**config.mk**
```make
export PLATFORM = sky130hd
export DESIGN_NAME = seg7_scan_controller
export DESIGN_NICKNAME = d
export VERILOG_FILES = /design/src/rtl/seg7_scan_controller.sv
export SDC_FILE = /design/constraint.sdc
export NUM_CORES = 1
export LEC_CHECK = 0
export ABC_CLOCK_PERIOD_IN_PS = 3030
export CAP_MARGIN = 30
export CELL_PAD_IN_SITES_DETAIL_PLACEMENT = 0
export CELL_PAD_IN_SITES_GLOBAL_PLACEMENT = 1
export CORE_AREA = 2 2 89 91
export DETAILED_ROUTE_END_ITERATION = 8
export DIE_AREA = 0 0 91 93
export PLACE_DENSITY = 0.78
export SYNTH_ARGS = -nofsm -noshare
export SYNTH_HDL_FRONTEND = slang
export SYNTH_SLANG_ARGS = --single-unit
```
**constraint.sdc**
```tcl
create_clock -name clk -period 3.03 [get_ports clk]
set_input_delay 0.7575 -clock clk [delete_from_list [all_inputs] [get_ports clk]]
set_output_delay 0.7575 -clock clk [all_outputs]
set_load 0.02 [all_outputs]
```
**src/rtl/seg7_scan_controller.sv**
```systemverilog
// 4-digit 7-seg scan sequencer with double-buffered digits; SEG7_LEADING_ZERO_BLANK_EN darkens leading zeros.
// Latency: all outputs registered, next-state visible one cycle after the deciding edge.
// Backpressure: load_ready low while a load is pending; the pending load commits at the next frame boundary.
module seg7_scan_controller #(
  parameter int DWELL_CYCLES = 50000,
  parameter int BLANK_CYCLES = 500,
  parameter int CNT_W        = 16
) (
  input  logic       clk,
  input  logic       rst_n,
  input  logic       en,
  input  logic       load_valid,
  output logic       load_ready,
  input  logic [3:0] load_a,
  input  logic [3:0] load_b,
  input  logic [3:0] load_c,
  input  logic [3:0] load_d,
  output logic [3:0] dig_a,
  output logic [3:0] dig_b,
  output logic [3:0] dig_c,
  output logic [3:0] dig_d,
  output logic [1:0] scan_sel,
  output logic [3:0] dis_which,
  output logic       frame_done
);

  typedef enum logic [1:0] {ST_OFF, ST_SHOW, ST_BLANK} state_t;

  localparam logic [CNT_W-1:0] DWELL_LAST = CNT_W'(DWELL_CYCLES - 1);
  localparam logic [CNT_W-1:0] BLANK_LAST = CNT_W'((BLANK_CYCLES > 0) ? BLANK_CYCLES - 1 : 0);

  state_t           state_q, state_n;
  logic [1:0]       idx_q, idx_n;
  logic [CNT_W-1:0] cnt_q, cnt_n;
  logic             pend_vld_q, pend_vld_n;
  logic [15:0]      pend_q, pend_n;
  logic [15:0]      dig_q, dig_n;
  logic [1:0]       sel_n;
  logic [3:0]       dis_n, lz_mask;
  logic             fd_n, ready_n, commit, accept;

  always_comb begin
    state_n = state_q;
    idx_n   = idx_q;
    cnt_n   = cnt_q + CNT_W'(1);
    commit  = 1'b0;
    fd_n    = 1'b0;
    if (!en) begin
      state_n = ST_OFF;
      idx_n   = 2'd0;
      cnt_n   = '0;
    end else begin
      case (state_q)
        ST_OFF: begin
          // Leaving OFF commits pending digits but is not a reported frame.
          state_n = ST_SHOW;
          idx_n   = 2'd0;
          cnt_n   = '0;
          commit  = pend_vld_q;
        end
        ST_SHOW: begin
          if (cnt_q == DWELL_LAST) begin
            cnt_n = '0;
            if (BLANK_CYCLES == 0) begin
              idx_n  = idx_q + 2'd1;
              commit = (idx_q == 2'd3) && pend_vld_q;
              fd_n   = (idx_q == 2'd3);
            end else begin
              state_n = ST_BLANK;
            end
          end
        end
        ST_BLANK: begin
          if (cnt_q == BLANK_LAST) begin
            cnt_n   = '0;
            state_n = ST_SHOW;
            idx_n   = idx_q + 2'd1;
            commit  = (idx_q == 2'd3) && pend_vld_q;
            fd_n    = (idx_q == 2'd3);
          end
        end
        default: begin
          state_n = ST_OFF;
          idx_n   = 2'd0;
          cnt_n   = '0;
        end
      endcase
    end

    accept     = load_valid && load_ready;
    pend_n     = accept ? {load_d, load_c, load_b, load_a} : pend_q;
    pend_vld_n = accept ? 1'b1 : (commit ? 1'b0 : pend_vld_q);
    dig_n      = commit ? pend_q : dig_q;
    // Ready reopens only the cycle after the commit becomes visible.
    ready_n    = !pend_vld_q && !accept;

`ifdef SEG7_LEADING_ZERO_BLANK_EN
    lz_mask = {dig_n[15:12] == 4'd0, dig_n[15:8] == 8'd0, dig_n[15:4] == 12'd0, 1'b0};
`else
    lz_mask = 4'b0000;
`endif
    sel_n = (state_n == ST_OFF) ? 2'd0 : idx_n;
    dis_n = (state_n == ST_SHOW) ? ((4'hF ^ (4'b0001 << idx_n)) | lz_mask) : 4'hF;
  end

  always_ff @(posedge clk or negedge rst_n) begin
    if (!rst_n) begin
      state_q    <= ST_OFF;
      idx_q      <= 2'd0;
      cnt_q      <= '0;
      pend_vld_q <= 1'b0;
      pend_q     <= '0;
      dig_q      <= '0;
      scan_sel   <= 2'd0;
      dis_which  <= 4'hF;
      frame_done <= 1'b0;
      load_ready <= 1'b1;
    end else begin
      state_q    <= state_n;
      idx_q      <= idx_n;
      cnt_q      <= cnt_n;
      pend_vld_q <= pend_vld_n;
      pend_q     <= pend_n;
      dig_q      <= dig_n;
      scan_sel   <= sel_n;
      dis_which  <= dis_n;
      frame_done <= fd_n;
      load_ready <= ready_n;
    end
  end

  assign {dig_d, dig_c, dig_b, dig_a} = dig_q;

endmodule
```
Word-level counts from Yosys, hierarchy flattened
Index checks and enable logic that the tools add are counted.
Widths: inputs -> output; s select.

storage, ports and cells
  latch bits = 0
  RAM bits = 0
  flip-flop bits (word level) = 61
  memory bits (read-only) = 0
  input port bits = 20
  word-level logic and storage cells = 49
  memories = 0
  output and inout bits = 24

operators by class
  $add $sub $neg = 2
  equality and inequality tests = 6
  multiply operators = 0
  divide/modulo/power cells = 0
  bitwise logic cells = 1
  $lt $le $gt $ge = 0
  shift-type cells = 1
  mux-type cells = 21
  reduce and logical (&&, ||, !) cells = 8

operators by type and width
  operator               count
  $mux 16                3
  $pmux 16 s2            1
  $add 16x1->16 const B  1
  $eq 16x16->1 const B   1
  $eq 16x9->1 const B    1
  $mux 2                 6
  $mux 1                 7
  $pmux 2 s3             1
  $eq 2x1->1 const B     2
  $eq 2x2->1 const B     2
  $logic_not 2->1        2
  $mux 4                 1
  $not 4->4              1
  $pmux 2 s2             1
  $shl 1x2->4 const A    1
  $logic_and 1x1->1      3
  $add 2x1->2 const B    1
  $logic_not 1->1        2
  $pmux 1 s2             1
  $reduce_bool 2->1      1

Longest topological paths before layout
  depth after elaboration = 7
  mapped depth = 8
  gate-level depth less buffers = 7

Least setup slack after synthesis
No wires, ideal clock.

  kind = reg-to-reg
  start point = register cnt_q[0]
  end point = register dig_q[0]
  path buffers = 2
  library setup time = 125 ps
  period minus slack after synthesis = 2000 ps
  arrival = 1875 ps
  slack = 1030 ps
  stages on the path, launching flop included = 9
  data required time = 2905 ps
  cells stage by stage = dfrtp_1 > ha_1 > nor4b_2 > and4_4 > buf_6 > a31oi_4 > nor2_8 > buf_12 > mux2_4

between the ends
  cells in the longest elaborated chain, start to end = 4

RTL lines
  item                    RTL line  text
  from (decl)             34        logic [CNT_W-1:0] cnt_q, cnt_n;
  from (signal assigned)  121       cnt_q <= cnt_n;
  $eq 16x9->1             74        if (cnt_q == BLANK_LAST) begin
  $mux 1                  74
  $pmux 1 s2              53        case (state_q)
  $mux 1                  48        if (!en) begin
  to (signal assigned)    124       dig_q <= dig_n;
  to (decl)               37        logic [15:0] dig_q, dig_n;

Every way passes these cells.
A chain may end at the register's enable or synchronous reset.

Worst setup path in the final report
  start point = register load_ready
  end point = output load_ready

RTL lines
  item                    RTL line  text
  from (decl)             13        output logic load_ready,
  from (signal assigned)  128       load_ready <= ready_n;

No word-level cell between the ends.

==> results.py <==
metrics = {
    "cts": {
        "htree_levels": 3,
        "clk_pin_slew_ns": 0.07,
        "cts_resized": 0,
        "clock_sinks": 61,
        "hold_buffers": 0,
        "cts_tree": "yes",
        "cts_setup_buffers": 0,
        "cts_buffers": 9,
        "clock_path_buffers": 2,
        "root_buffer": "clkbuf_8",
        "clk-insertion-delay-late_ns": 0.34,
    },
    "critical_path": {
        "crit_buf_inv": 1,
        "crit_path_end_kind": "primary output",
        "critPathSlowestCell": "clkdlybuf4s50_1",
        "path_cells": "clkdlybuf4s50_1",
        "cp_max_fo": 3,
        "rrSetupSlack_ns": 0.79,
        "critical_path.top_delay_family": "buffers and inverters",
        "cp-start-kind": "flop",
        "endpoint": "load_ready",
        "critPathLaunch": "load_ready$_DFF_PN1_",
        "rr_worst_depth": 6,
        "slowest_delay_ns": 0.61,
        "critical_path_class": "reg -> out",
        "r2r_end": "dig_q[3]$_DFFE_PN0P_",
        "r2r-start": "cnt_q[0]$_DFF_PN0_",
        "path_depth": 1,
        "arrival_ns": 1.49,
        "cp_data_required_time_ns": 2.27,
    },
    "synth": {
        "ys_warn_count": 0,
        "synth_top_area_cell": "dfrtp_1",
        "syn_nets": 241,
        "netlist_area_um2": 2780,
        "synth_cell_types": 43,
        "yosysTopAreaCellShare": 0.504,
        "synth_common_cells": "dfrtp_1, mux2_2, nor2_1",
        "synthFlopType": "dfrtp_1",
        "synth_edf_count": 0,
        "ys_seq_elements": 61,
        "post_synth_inst_count": 215,
        "synth.most_common_cell": "dfrtp_1",
        "synth_seq_area_share": 0.551,
        "netlist_top_cells_area": "dfrtp_1, mux2_2, mux2_4",
        "synth_area_per_cell_um2": 12.9,
        "async_flop_share": 1.00,
    },
    "drt": {
        "wl_um": 5190,
        "ant_nets": 0,
        "drc": 0,
        "drt_pass1_iterations": 4,
        "wl_per_cell_um": 14.0,
        "route.vias.total": 1782,
        "drt_iter0_drc": 46,
        "via_per_inst": 4.80,
    },
    "sta": {
        "finalSetupTns_ns": 0,
        "drv_slew": 0,
        "fmax_ghz": 0.445,
        "finalCritPeriodShare": 0.742,
        "rsz0062_at_grt": "false",
        "worst_pin_slew_ns": 0.739,
        "hold_viol": 0,
        "slew_headroom": 0.507,
        "setup_viol": 0,
        "period_needed_ns": 2.25,
        "skew_ns": 0.00941,
    },
    "floorplanning": {
        "die_w_um": 91,
        "num_io_pins": 44,
        "initial_core_util": 0.370,
        "dieArea_um2": 8460,
        "rows": 32,
        "core_area_um2": 7530,
        "die_h_um": 93,
    },
    "pwr": {
        "p_sw_uw": 776,
        "pwr-share-seq": 0.442,
        "pwr_density_cell_nw_per_um2": 770,
        "p_int_uw": 1900,
        "p_comb_frac": 0.304,
        "clkPwrFrac": 0.254,
        "peakVddDrop_v": 0.000220,
        "swShare": 0.290,
        "power.leakage_uw": 0.00145,
    },
    "place": {
        "dpl.cell_count": 355,
        "routabilityCongestion": 0.812,
        "placed_area_um2": 3290,
        "portBuffers": 43,
        "dp_hpwl_um": 3610,
    },
    "grt": {
        "use_met1": 0.173,
        "gr-usage-all-layers": 0.134,
        "first_global_vias": 1839,
        "gr-total-overflow": 0,
        "use_met2": 0.205,
        "grt_antenna_before_repair": 0,
        "grtUsageMet3": 0.0419,
        "grt_pass1_wl_um": 8880,
        "grt.busiest_layer": "met2",
        "grt_max_degree": 36,
    },
    "cells_and_area": {
        "fin_cells": 371,
        "n_antenna_cell": 0,
        "areaGrowthSynthToFinish_pct": 24.9,
        "fin_area_um2": 3470,
        "finalNetCount": 290,
        "drive_gt1_frac": 0.245,
    },
    "worst_hold_path": {
        "holdCritPathClass": "reg -> reg",
    },
    "outcome": {
        "outcome": "complete, no violations",
    },
    "run": {
        "drv_cap": 0,
    },
}
-- layout by cell type, fill, tap and decap left out, drive strengths merged, types with 4 or more instances in the layout --
cell type | synthesis | final
dfrtp | 56 | 56
clkdlybuf4s50 | 0 | 42
mux2 | 33 | 33
nor2 | 22 | 22
nand2 | 16 | 16
clkbuf | 2 | 13
xor2 | 11 | 11
nand3 | 9 | 9
nand4 | 8 | 8
ha | 6 | 6
dfstp | 5 | 5
inv | 4 | 4
xnor2 | 4 | 4
buf | 6 | 4
and4 | 4 | 4
-- power by group through the flow --
stage | Clock, uW | Sequential [uW] | Combinational, uW
after detailed placement | 0 | 1200 | 825
after global routing | 736 | 1210 | 862
after global placement | 0 | 1190 | 804
after CTS | 699 | 1180 | 826
final | 680 | 1180 | 813
after floorplan | 0 | 1310 | 360
-- per-layer routing --
| layer | routed length, um | vias to the layer above |
|---|---|---|
| met2 | 2290 | 49 |
| met1 | 2480 | 877 |
| li1 | - | 844 |
| met5 | 0 | - |
| met4 | 109 | 0 |
| met3 | 297 | 12 |
-- how the worst min path moves through the flow --
| stage | cells after the start | end | from |
|---|---|---|---|
| 6_report | 1 | load_ready$_DFF_PN1_ | pend_vld_q$_DFFE_PN0P_ |
| 4_1_cts | 1 | load_ready$_DFF_PN1_ | pend_vld_q$_DFFE_PN0P_ |
| 2_1_floorplan | 1 | load_ready$_DFF_PN1_ | pend_vld_q$_DFFE_PN0P_ |
| 5_1_grt | 1 | load_ready$_DFF_PN1_ | pend_vld_q$_DFFE_PN0P_ |
| 3_5_place_dp | 1 | load_ready$_DFF_PN1_ | pend_vld_q$_DFFE_PN0P_ |
| 3_3_place_gp | 1 | load_ready$_DFF_PN1_ | pend_vld_q$_DFFE_PN0P_ |
-- stage by stage --
stage | total power, uW | util | hold WS, ns | worst slack (ns)
detailed placement | 2020 | 0.437 | 0.410 | 0.582
floorplan | 1670 | - | 0.381 | 1.03
global route | 2810 | 0.462 | 0.462 | 0.677
finish | 2670 | 0.462 | 0.418 | 0.783
CTS | 2710 | 0.462 | 0.423 | 0.768
global placement | 1990 | 0.437 | 0.418 | 0.620
-- logic make-up (layout without fill, tap and decap cells) --
kind of cell,count (synthesis),count (layout),share of synthesized area
compound gates,14,14,0.0414
xor+xnor,15,15,0.0472
fa+ha+maj,6,6,0.0270
buf+inv,12,66,0.0310
flops,61,61,0.551
mux,33,33,0.147
simple gates,74,74,0.155
-- flip-flops by register name, indices dropped and copies added (netlist names) --
name,count
pend_vld_q,1
frame_done,1
dig_q,16
state_q,2
scan_sel,2
idx_q,2
cnt_q,16
pend_q,16
dis_which,4
load_ready,1
-- layout make-up --
cell class / count / area, um2
repair buffers: 46 / 448
clock inverters: 3 / 20.0
fillers: 713 / 4050
inverters: 4 / 15.0
flip-flops and latches: 61 / 1530
multi-input cells: 142 / 1160
well taps: 102 / 128
clock buffers: 13 / 169
Note: power is estimated with default switching activity, not from simulation.
